`src/rtl/rhs_frame_packer_pkg.sv`:
```
// Shared constants and types for the RHS frame packer.
//   HEADER_MAGIC_DEFAULT      : upper half of every frame header word
//   CHANNELS_PER_CHIP_DEFAULT : amplifier channels per chip (frame length)
//   DATA_WORDS / LAST_DATA_WORD : 32-bit words emitted per conversion
//   state_t                   : serializer FSM encoding
package rhs_frame_packer_pkg;

    localparam logic [15:0] HEADER_MAGIC_DEFAULT      = 16'hA55A;
    localparam int          CHANNELS_PER_CHIP_DEFAULT = 16;
    localparam int          DATA_WORDS                = 8;
    localparam logic [2:0]  LAST_DATA_WORD            = 3'(DATA_WORDS - 1);

    typedef enum logic [1:0] {
        ST_IDLE = 2'd0,
        ST_HDR  = 2'd1,
        ST_TS   = 2'd2,
        ST_DATA = 2'd3
    } state_t;

    // Word k of a held conversion: chip 2k in the low half, chip 2k+1 high.
    function automatic logic [31:0] data_word(input logic [255:0] hold,
                                              input logic [2:0]   idx);
        return hold[{idx, 5'b0} +: 32];
    endfunction

endpackage

```
`src/rtl/rhs_frame_packer_if.sv`:
```
// Packed output stream of the frame packer.
//   tdata  : 32-bit word
//   tvalid : word present; tdata/tlast/tvalid stay put until accepted
//   tready : sink can take the word
//   tlast  : final word of a frame
// A word transfers on a rising clock edge where tvalid and tready are both
// high; tvalid never waits on tready and is never withdrawn before transfer.
interface rhs_frame_packer_if;
    logic [31:0] tdata;
    logic        tvalid;
    logic        tready;
    logic        tlast;

    modport master (output tdata, output tvalid, output tlast, input tready);
    modport slave  (input tdata, input tvalid, input tlast, output tready);
endinterface

```
`src/rtl/rhs_frame_sync.sv`:
```
// Channel-sequence tracker: decides whether an incoming conversion starts a
// frame, continues it, is discarded, or is dropped, and keeps the drop
// counter and sticky overflow flag.
//   slot_free    : serializer can latch a conversion this cycle
//   hdr_done     : header word transferring; hdr_reported is its count field
//   take_hdr     : channel 0 accepted (new frame)
//   take_data    : next-in-sequence channel accepted
//   drop_count   : saturating count of dropped conversions
//   overflow_sticky : any drop since the last record_enable rising edge
module rhs_frame_sync #(
    parameter int CHANNELS_PER_CHIP = 16
) (
    input  logic       clk,
    input  logic       rstn,
    input  logic       record_enable,
    input  logic       sample_valid,
    input  logic [7:0] sample_channel,
    input  logic       slot_free,
    input  logic       hdr_done,
    input  logic [7:0] hdr_reported,
    output logic       take_hdr,
    output logic       take_data,
    output logic [7:0] drop_count,
    output logic       overflow_sticky
);
    logic       rec_q;
    logic       in_sync;
    logic [7:0] expected;
    logic       amp, accept, seq_drop, busy_drop, drop, rec_rise;
    logic [7:0] cnt_base;

    assign amp       = sample_valid & record_enable
                     & (sample_channel < 8'(CHANNELS_PER_CHIP));
    assign accept    = amp & slot_free;
    assign take_hdr  = accept & (sample_channel == 8'd0);
    assign take_data = accept & (sample_channel != 8'd0) & in_sync
                     & (sample_channel == expected);
    assign seq_drop  = accept & (sample_channel != 8'd0) & in_sync
                     & (sample_channel != expected);
    assign busy_drop = amp & ~slot_free;
    assign drop      = seq_drop | busy_drop;
    assign rec_rise  = record_enable & ~rec_q;

    // Drops that land while a header is stalled are not lost: the header
    // handshake only subtracts what that header actually reported.
    always_comb begin
        cnt_base = drop_count;
        if (rec_rise)
            cnt_base = 8'd0;
        else if (hdr_done)
            cnt_base = drop_count - hdr_reported;
    end

    always_ff @(posedge clk or negedge rstn) begin
        if (!rstn) begin
            rec_q           <= 1'b0;
            in_sync         <= 1'b0;
            expected        <= 8'd0;
            drop_count      <= 8'd0;
            overflow_sticky <= 1'b0;
        end else begin
            rec_q <= record_enable;
            if (take_hdr) begin
                in_sync  <= 1'b1;
                expected <= 8'd1;
            end else if (take_data) begin
                expected <= expected + 8'd1;
            end else if (drop || !record_enable) begin
                in_sync <= 1'b0;
            end
            drop_count <= (drop && cnt_base != 8'hFF) ? cnt_base + 8'd1 : cnt_base;
            if (drop)
                overflow_sticky <= 1'b1;
            else if (rec_rise)
                overflow_sticky <= 1'b0;
        end
    end
endmodule

```
`src/rtl/rhs_frame_packer.sv`:
```
// Packs 256-bit multi-chip conversions into a 32-bit stream.
// Channel 0 emits HDR, TS, then 8 DATA words; later channels emit 8 DATA words.
//   clk, rstn        : clock, asynchronous active-low reset
//   record_enable    : accept conversions when high; clears timestamp when low
//   sample_valid/_channel/_data : one conversion of all 16 chips
//   m                : output stream (master side)
//   busy             : a conversion is held or being emitted
//   overflow_sticky  : a conversion was dropped
//   fsm_state        : serializer state, for observation
module rhs_frame_packer
    import rhs_frame_packer_pkg::*;
#(
    parameter logic [15:0] HEADER_MAGIC      = HEADER_MAGIC_DEFAULT,
    parameter int          CHANNELS_PER_CHIP = CHANNELS_PER_CHIP_DEFAULT
) (
    input  logic                      clk,
    input  logic                      rstn,
    input  logic                      record_enable,
    input  logic                      sample_valid,
    input  logic [7:0]                sample_channel,
    input  logic [255:0]              sample_data,
    rhs_frame_packer_if.master        m,
    output logic                      busy,
    output logic                      overflow_sticky,
    output state_t                    fsm_state
);
    state_t       state;
    logic [2:0]   idx;
    logic [255:0] hold;
    logic [31:0]  ts_hold;
    logic [31:0]  frame_cnt;
    logic         last_ch;
    logic         hs, slot_free, hdr_done;
    logic         take_hdr, take_data;
    logic [7:0]   drop_count;

    assign hs        = m.tvalid & m.tready;
    // A new conversion may replace the last DATA word in the cycle it leaves.
    assign slot_free = (state == ST_IDLE)
                     | ((state == ST_DATA) & (idx == LAST_DATA_WORD) & hs);
    assign hdr_done  = (state == ST_HDR) & hs;
    assign busy      = (state != ST_IDLE);
    assign fsm_state = state;

    rhs_frame_sync #(.CHANNELS_PER_CHIP(CHANNELS_PER_CHIP)) u_sync (
        .clk             (clk),
        .rstn            (rstn),
        .record_enable   (record_enable),
        .sample_valid    (sample_valid),
        .sample_channel  (sample_channel),
        .slot_free       (slot_free),
        .hdr_done        (hdr_done),
        .hdr_reported    (m.tdata[7:0]),
        .take_hdr        (take_hdr),
        .take_data       (take_data),
        .drop_count      (drop_count),
        .overflow_sticky (overflow_sticky)
    );

    always_ff @(posedge clk or negedge rstn) begin
        if (!rstn) begin
            state     <= ST_IDLE;
            idx       <= 3'd0;
            hold      <= '0;
            ts_hold   <= 32'd0;
            frame_cnt <= 32'd0;
            last_ch   <= 1'b0;
            m.tdata   <= 32'd0;
            m.tvalid  <= 1'b0;
            m.tlast   <= 1'b0;
        end else begin
            if (!record_enable)
                frame_cnt <= 32'd0;
            else if (take_hdr)
                frame_cnt <= frame_cnt + 32'd1;

            if (take_hdr) begin
                state    <= ST_HDR;
                hold     <= sample_data;
                ts_hold  <= frame_cnt;
                last_ch  <= (sample_channel == 8'(CHANNELS_PER_CHIP - 1));
                m.tdata  <= {HEADER_MAGIC, 7'b0, overflow_sticky, drop_count};
                m.tvalid <= 1'b1;
                m.tlast  <= 1'b0;
            end else if (take_data) begin
                state    <= ST_DATA;
                idx      <= 3'd0;
                hold     <= sample_data;
                last_ch  <= (sample_channel == 8'(CHANNELS_PER_CHIP - 1));
                m.tdata  <= sample_data[31:0];
                m.tvalid <= 1'b1;
                m.tlast  <= 1'b0;
            end else if (hs) begin
                case (state)
                    ST_HDR: begin
                        state   <= ST_TS;
                        m.tdata <= ts_hold;
                    end
                    ST_TS: begin
                        state   <= ST_DATA;
                        idx     <= 3'd0;
                        m.tdata <= data_word(hold, 3'd0);
                    end
                    ST_DATA: begin
                        if (idx == LAST_DATA_WORD) begin
                            state    <= ST_IDLE;
                            m.tvalid <= 1'b0;
                            m.tlast  <= 1'b0;
                        end else begin
                            idx     <= idx + 3'd1;
                            m.tdata <= data_word(hold, idx + 3'd1);
                            m.tlast <= last_ch && ((idx + 3'd1) == LAST_DATA_WORD);
                        end
                    end
                    default: state <= ST_IDLE;
                endcase
            end
        end
    end
endmodule

```
`src/flat_wrapper.sv`:
```
// flat-port wrapper written by rule: the top's interface ports become plain ports
module rhs_frame_packer_flat import rhs_frame_packer_pkg::*;
#(
    parameter logic [15:0] HEADER_MAGIC      = HEADER_MAGIC_DEFAULT,
    parameter int          CHANNELS_PER_CHIP = CHANNELS_PER_CHIP_DEFAULT
)
  (clk, rstn, record_enable, sample_valid, sample_channel, sample_data, busy, overflow_sticky, fsm_state, m_tdata, m_tvalid, m_tlast, m_tready);
  rhs_frame_packer_if m_i ();
  input  logic clk;
  input  logic rstn;
  input  logic record_enable;
  input  logic sample_valid;
  input  logic [7:0] sample_channel;
  input  logic [255:0] sample_data;
  output logic busy;
  output logic overflow_sticky;
  output state_t fsm_state;
  output wire logic [$bits(m_i.tdata)-1:0] m_tdata;
  output wire logic [$bits(m_i.tvalid)-1:0] m_tvalid;
  output wire logic [$bits(m_i.tlast)-1:0] m_tlast;
  input wire logic [$bits(m_i.tready)-1:0] m_tready;
  assign m_tdata = m_i.tdata;
  assign m_tvalid = m_i.tvalid;
  assign m_tlast = m_i.tlast;
  assign m_i.tready = m_tready;
  rhs_frame_packer #(.HEADER_MAGIC(HEADER_MAGIC), .CHANNELS_PER_CHIP(CHANNELS_PER_CHIP)) u_core (.clk(clk), .rstn(rstn), .record_enable(record_enable), .sample_valid(sample_valid), .sample_channel(sample_channel), .sample_data(sample_data), .m(m_i), .busy(busy), .overflow_sticky(overflow_sticky), .fsm_state(fsm_state));
endmodule
```
`config.mk`:
```
export PLATFORM = sky130hd
export DESIGN_NAME = rhs_frame_packer_flat
export DESIGN_NICKNAME = d
export VERILOG_FILES = /design/src/rtl/rhs_frame_packer_pkg.sv /design/src/rtl/rhs_frame_packer_if.sv /design/src/rtl/rhs_frame_sync.sv /design/src/rtl/rhs_frame_packer.sv /design/src/flat_wrapper.sv
export SDC_FILE = /design/constraint.sdc
export NUM_CORES = 1
export LEC_CHECK = 0
export CAP_MARGIN = 5
export CORE_UTILIZATION = 28
export CTS_CLUSTER_SIZE = 28
export DETAILED_ROUTE_END_ITERATION = 10
export PLACE_DENSITY = 0.53
export SLEW_MARGIN = 5
export SYNTH_ARGS = -nofsm -noshare
export SYNTH_HDL_FRONTEND = slang
export SYNTH_SLANG_ARGS = --single-unit
```
`constraint.sdc`:
```
create_clock -name clk -period 9.5 [get_ports clk]
set_clock_uncertainty 0.2 [all_clocks]
set_input_delay 2.85 -clock clk [delete_from_list [all_inputs] [get_ports clk]]
set_output_delay 2.85 -clock clk [all_outputs]
set_load 0.02 [all_outputs]
```
# --- Word level (Yosys, flattened, before mapping) ---
# Index checks and enable logic that the tools add are counted.
word_totals:
  register_bits: 379
  input_bits: 269
classes:
  add_sub_neg: 5
  n_lt_le_gt_ge: 1
  n_eq_ne: 14
  shifts: 1
  muxes: 40
  n_bitwise: 19
  n_reduce_logical: 23
op_table:
  columns: ["op", "n"]
  rows:
  - ["$mux 256", 2]
  - ["$shiftx 256x9->32", 1]
  - ["$mux 32", 6]
  - ["$pmux 32 s3", 1]
  - ["$mux 8", 5]
  - ["$add 32x1->32 const B", 1]
  - ["$mux 1", 17]
  - ["$add 8x1->8 const B", 2]
  - ["$and 1x1->1", 14]
  - ["$reduce_bool 3->1", 4]
  - ["$reduce_bool 2->1", 5]
  - ["$mux 3", 3]
  - ["$eq 8x4->1 const B", 1]
  - ["$eq 8x8->1", 1]
  - ["$logic_not 8->1", 1]
  - ["$lt 8x5->1 const B", 1]
  - ["$mux 2", 4]
  - ["$ne 4x2->1 const B", 2]
  - ["$ne 8x8->1", 1]
  - ["$ne 8x8->1 const B", 1]
  - ["$reduce_bool 8->1", 1]
  - ["$sub 8x8->8", 1]
  - ["$eq 3x3->1 const B", 2]
  - ["$pmux 2 s3", 1]
  - ["16 further kinds", 25]

# --- Depth between registers and ports, before layout ---
depth:
  depth_word: 13
  mapped_depth: 14
  mapped_depth_nobuf: 11

# --- Modules after synthesis ---
# A second synthesis with hierarchy kept.
hier_totals:
  hier_cells: 1446
  hier_area_um2: 18415.2
by_module_without_submodules:
  columns: ["mod", "n_inst", "cells_per_inst", "area_each_um2", "seq_area_each_um2"]
  rows:
  - ["rhs_frame_packer", 1, 1267, 16797.4, 9008.6]
  - ["rhs_frame_sync", 1, 179, 1617.8, 475.5]

# --- Worst setup path before layout ---
# Ideal clock, no wire load.
synth_path:
  path_type: "in2reg"
  from: "input port record_enable"
  to: "register u_core.u_sync.drop_count[1]"
  setup_time_ns: 0.125
  arrival_time_ns: 4.374
  slack_ns: 4.801
  stages: 9
  n_path_buf: 2
  path_cell_list: "clkbuf_1 -> nor2b_1 -> buf_2 -> nor2_1 -> ha_1 -> nand2_1 -> a21oi_1 -> a21boi_2 -> mux2_4"
synth_via:
  elab_chain_len: 9
synth_lines:
  columns: ["item", "line_no", "source"]
  rows:
  - ["from (decl)", "flat_wrapper.sv:11", "input logic record_enable;"]
  - ["$and 1x1->1", "rhs_frame_sync.sv:32", "assign amp = sample_valid & record_enable"]
  - ["$and 1x1->1", "rhs_frame_sync.sv:33", "& (sample_channel < 8'(CHANNELS_PER_CHIP));"]
  - ["$and 1x1->1", "rhs_frame_sync.sv:34", "assign accept = amp & slot_free;"]
  - ["$and 1x1->1 (2 in a row)", "rhs_frame_sync.sv:38", "assign seq_drop = accept & (sample_channel != 8'd0) & in_sync"]
  - ["$and 1x1->1", "rhs_frame_sync.sv:39", "& (sample_channel != expected);"]
  - ["$or 1x1->1", "rhs_frame_sync.sv:41", "assign drop = seq_drop | busy_drop;"]
  - ["$logic_and 1x1->1", "rhs_frame_sync.sv:71", "drop_count <= (drop && cnt_base != 8'hFF) ? cnt_base + 8'd1 : cnt_base;"]
  - ["$mux 8 *", "rhs_frame_sync.sv:71", null]
  - ["to (signal assigned)", "rhs_frame_sync.sv:71", null]
  - ["to (decl)", "rhs_frame_sync.sv:23", "output logic [7:0] drop_count,"]
# Mark *: on every way between the ends. The rest lies on a longest branch, timed or not.
# A chain may end at the register's enable or synchronous reset.

# --- Worst setup path after layout ---
layout_path:
  from: "input port sample_channel[7]"
  to: "register u_core.m.tdata[5]"
layout_via:
  elab_chain_len: 8
layout_lines:
  columns: ["item", "line_no", "source"]
  rows:
  - ["from (decl)", "flat_wrapper.sv:13", "input logic [7:0] sample_channel;"]
  - ["$lt 8x5->1", "rhs_frame_sync.sv:33", null]
  - ["$and 1x1->1", "rhs_frame_sync.sv:33", null]
  - ["$and 1x1->1", "rhs_frame_sync.sv:34", null]
  - ["$and 1x1->1 (2 in a row)", "rhs_frame_sync.sv:36", "assign take_data = accept & (sample_channel != 8'd0) & in_sync"]
  - ["$and 1x1->1", "rhs_frame_sync.sv:37", "& (sample_channel == expected);"]
  - ["$ne 4x2->1 (no line) (tied with other cells)", null, null]
  - ["$reduce_and 3->1 (no line) / $mux 32 (equally long branches)", null, null]
  - ["to (signal assigned)", "rhs_frame_packer.sv:82", "m.tdata <= {HEADER_MAGIC, 7'b0, overflow_sticky, drop_count};"]
  - ["to (signal assigned)", "rhs_frame_packer.sv:90", "m.tdata <= sample_data[31:0];"]
  - ["to (signal assigned)", "rhs_frame_packer.sv:97", "m.tdata <= ts_hold;"]
  - ["to (decl)", "rhs_frame_packer_if.sv:14", "modport master (output tdata, output tvalid, output tlast, input tready);"]
# Several ways; a longest one is shown, not always the timed one.

==> results.yml <==
global_routing:
  grt_start_max_net_pins: 202
  grt_pass1_vias: 15490
  grt.total_usage_pct: 18.16
  antenna_found_initial: 10
  grt_pass1_wl_um: 92790
  grt-ovfl-total: 0
clock_network:
  htree_levels: 2
  post_cts_resized: 0
  clock_latency_ns: 0.58
  postCtsSetupRepairBufs: 0
  cts_root_buf: "clkbuf_16"
  ctsHoldBuffers: 0
  cts_sinks: 379
  path_clk_slew_ns: 0.05
  cts_buffers: 46
  cts_buffer_depth: 3
  cts_tree: "done"
sta:
  finalWorstSetupSlack_ns: 3.646
  setup_tns_ns: 0
  setup_viol: 0
  fin_crit_sh_pct: 61.62
  tightest_slew_ns: 1.088
  rsz0062_at_grt: "no"
  holdWs_ns: 0.2600
  max_slew_margin_pct: 27.45
  drv_slew: 0
  post-route-min-period_ns: 5.854
  hold_viol_final: 0
  timing.fmax_mhz: 170.8
worst_setup_path:
  critPathTopFamily: "simple AND/OR/NAND/NOR gates"
  end_kind: "flop"
  worst_path_max_delay_cell: "and3_4"
  cp_max_fo: 67
  cp.required_ns: 9.77
  startpoint_type: "primary input"
  crit_chain: "clkdlybuf4s50_1 > nor4_4 > and4b_1 > and3_4 > or2_4 > buf_4 > a21oi_1 > o22a_1"
  path_class: "in2reg"
  crit_arrival_ns: 6.12
  crit_buf_inv: 2
  max_stage_delay_ns: 0.70
  r2r_slack_ns: 5.33
route:
  drt_wl_total_um: 59750
  drt_iter0_markers: 1141
  drc_errors: 0
  antenna_left: 0
  vias: 14990
  post_drt_wl_per_cell_um: 18.92
  first_pass_iters: 5
  vias_per_cell: 4.748
place:
  pre_cts_ws_ns: 3.003
  dp_hpwl_um: 40700
  gp_congestion: 0.8068
  place_area_sq_um: 22040
  io_buffer_count: 306
logic_synthesis:
  synth-seq-area-share_pct: 51.91
  synthesis.nets: 2309
  synthArstFlopShare_pct: 100.0
  synthFlopType: "dfrtp_1"
  synth_xor_area_share_pct: 1.966
  synth_cell_types: 57
  synth_edf_count: 0
  synthTopCellsByArea: "dfrtp_1 (52%), nand2_1 (21%), mux4_2 (7.9%), buf_2 (2.1%), a21oi_1 (1.9%)"
  synthTopCellsByCount: "nand2_1 (1032), dfrtp_1 (379), buf_2 (78)"
  synth.most_common_cell: "nand2_1"
  synthMuxAreaShare_pct: 8.246
  synthSimpleGateAreaFrac_pct: 25.68
  synth_top_family_by_area: "simple AND/OR/NAND/NOR gates"
  yosysTopAreaCell: "dfrtp_1"
  syn_area_per_cell_sq_um: 9.035
  syn_inst: 2022
  synth-seq-cells: 379
  netlist_area_sq_um: 18270
  ys_warn_count: 0
  synth_compound_area_share_pct: 7.226
  synthAdderAreaFrac_pct: 1.274
  synth_top_area_share_pct: 51.91
pwr:
  total_power_uw: 3535
  power_density_nw_per_um2: 150.1
  peakVddDrop_mv: 0.1036
  p_leak_uw: 0.01138
final_layout:
  area_delta_synth_final_pct: 28.89
  design_area_sq_um: 23550
  drive_gt1_share_pct: 7.569
  nets: 2556
die:
  die_y_um: 257.4
  die_area_sq_um: 66270
  core_sq_um: 64460
  io_pins: 307
  rows: 93
  die_w_um: 257.4
  start_util_pct: 28.34
status:
  outcome: "complete, no violations"
hold_path:
  hp-class: "reg2reg"
run:
  drv_cap: 0
[cells by family (layout without fill, tap and decap cells)]
kind of cell	count (synthesis)	in the layout
buf+inv	150	427
fa+ha+maj	18	18
other cells	0	4
mux	70	70
compound gates	201	201
simple gates	1163	1163
xor+xnor	41	41
flops	379	379
[sequential cells by signal, summed over array words and instances (netlist names)]
register and count:
u_core.u_sync.drop_count 8, u_core.last_ch 1, u_core.m.tdata 32, u_core.u_sync.overflow_sticky 1
u_core.ts_hold 32, u_core.u_sync.in_sync 1, u_core.u_sync.rec_q 1, u_core.m.tlast 1
u_core.hold 256, u_core.frame_cnt 32, u_core.u_sync.expected 8, u_core.idx 3
u_core.fsm_state 2, u_core.m.tvalid 1
[worst reg2reg max path, stage by stage, from the launching register on]
cell     delay [ns]
dfrtp_4        0.83
ha_1           0.26
ha_1           0.17
a41oi_1        0.14
and4b_1        0.38
and3_4         0.70
or2_4          0.41
buf_4          0.63
a21oi_1        0.13
o22a_1         0.19
[per-stage QoR]
step | util, % | instances
finish | 36.53 | 3158
global placement | 34.19 | 3076
CTS | 36.51 | 3154
global route | 36.52 | 3156
floorplan | - | 2022
detailed placement | 34.19 | 3076
[cell usage in the layout, fill, tap and decap left out, types with 8 or more instances in the layout]
cell type / Yosys / final
buf_4: 4 / 15
a221oi_1: 9 / 9
clkbuf_1: 33 / 9
clkbuf_8: 0 / 15
nand4_1: 9 / 9
xnor2_1: 33 / 33
o22a_1: 9 / 9
o31ai_1: 16 / 16
ha_1: 17 / 14
clkbuf_16: 0 / 47
a211oi_1: 9 / 9
nand2_1: 1032 / 1031
a22oi_1: 24 / 24
a21oi_1: 69 / 69
clkdlybuf4s50_1: 0 / 305
xor2_1: 8 / 8
dfrtp_1: 379 / 378
a22o_1: 8 / 8
o21ai_0: 23 / 23
and3_1: 14 / 14
and2_1: 31 / 30
inv_1: 25 / 24
nand3_1: 17 / 16
nor2_1: 21 / 20
mux4_2: 64 / 64
[per-layer routing]
metal  track usage [%]  wire [um]  vias to the layer above
met4             5.062       1317                       10
li1                  -          -                     7103
met5                 0         73                        -
met2             28.16      26840                      435
met1             25.43      27490                     7360
met3             3.960       4033                       86
[report_power, final]
group | switching, uW | internal [uW]
Combinational | 69.0 | 103
Clock | 701 | 1050
Sequential | 0.658 | 1620
[final cells by class]
cell class / instances / area [sq um]
antenna: 4 / 10.01
clock buffer: 71 / 1416
clock inverter: 7 / 82.58
fill: 6607 / 40920
inverter: 25 / 93.84
multi-input combinational: 1493 / 8145
sequential: 379 / 9488
tap: 855 / 1070
timing repair buffer: 324 / 3241
[worst paths after layout]
path	start	endpoint	cells past startpoint
min	u_core.hold[40]	u_core.hold[40]	2
max reg2reg	u_core.idx[0]	u_core.m.tdata[5]	9
min in group asynchronous	rstn	u_core.fsm_state[0]	1
max in group asynchronous	rstn	u_core.idx[0]	2
min reg2reg	u_core.hold[40]	u_core.hold[40]	2
max	sample_channel[7]	u_core.m.tdata[5]	8
Note: power is estimated with default switching activity, not from simulation.
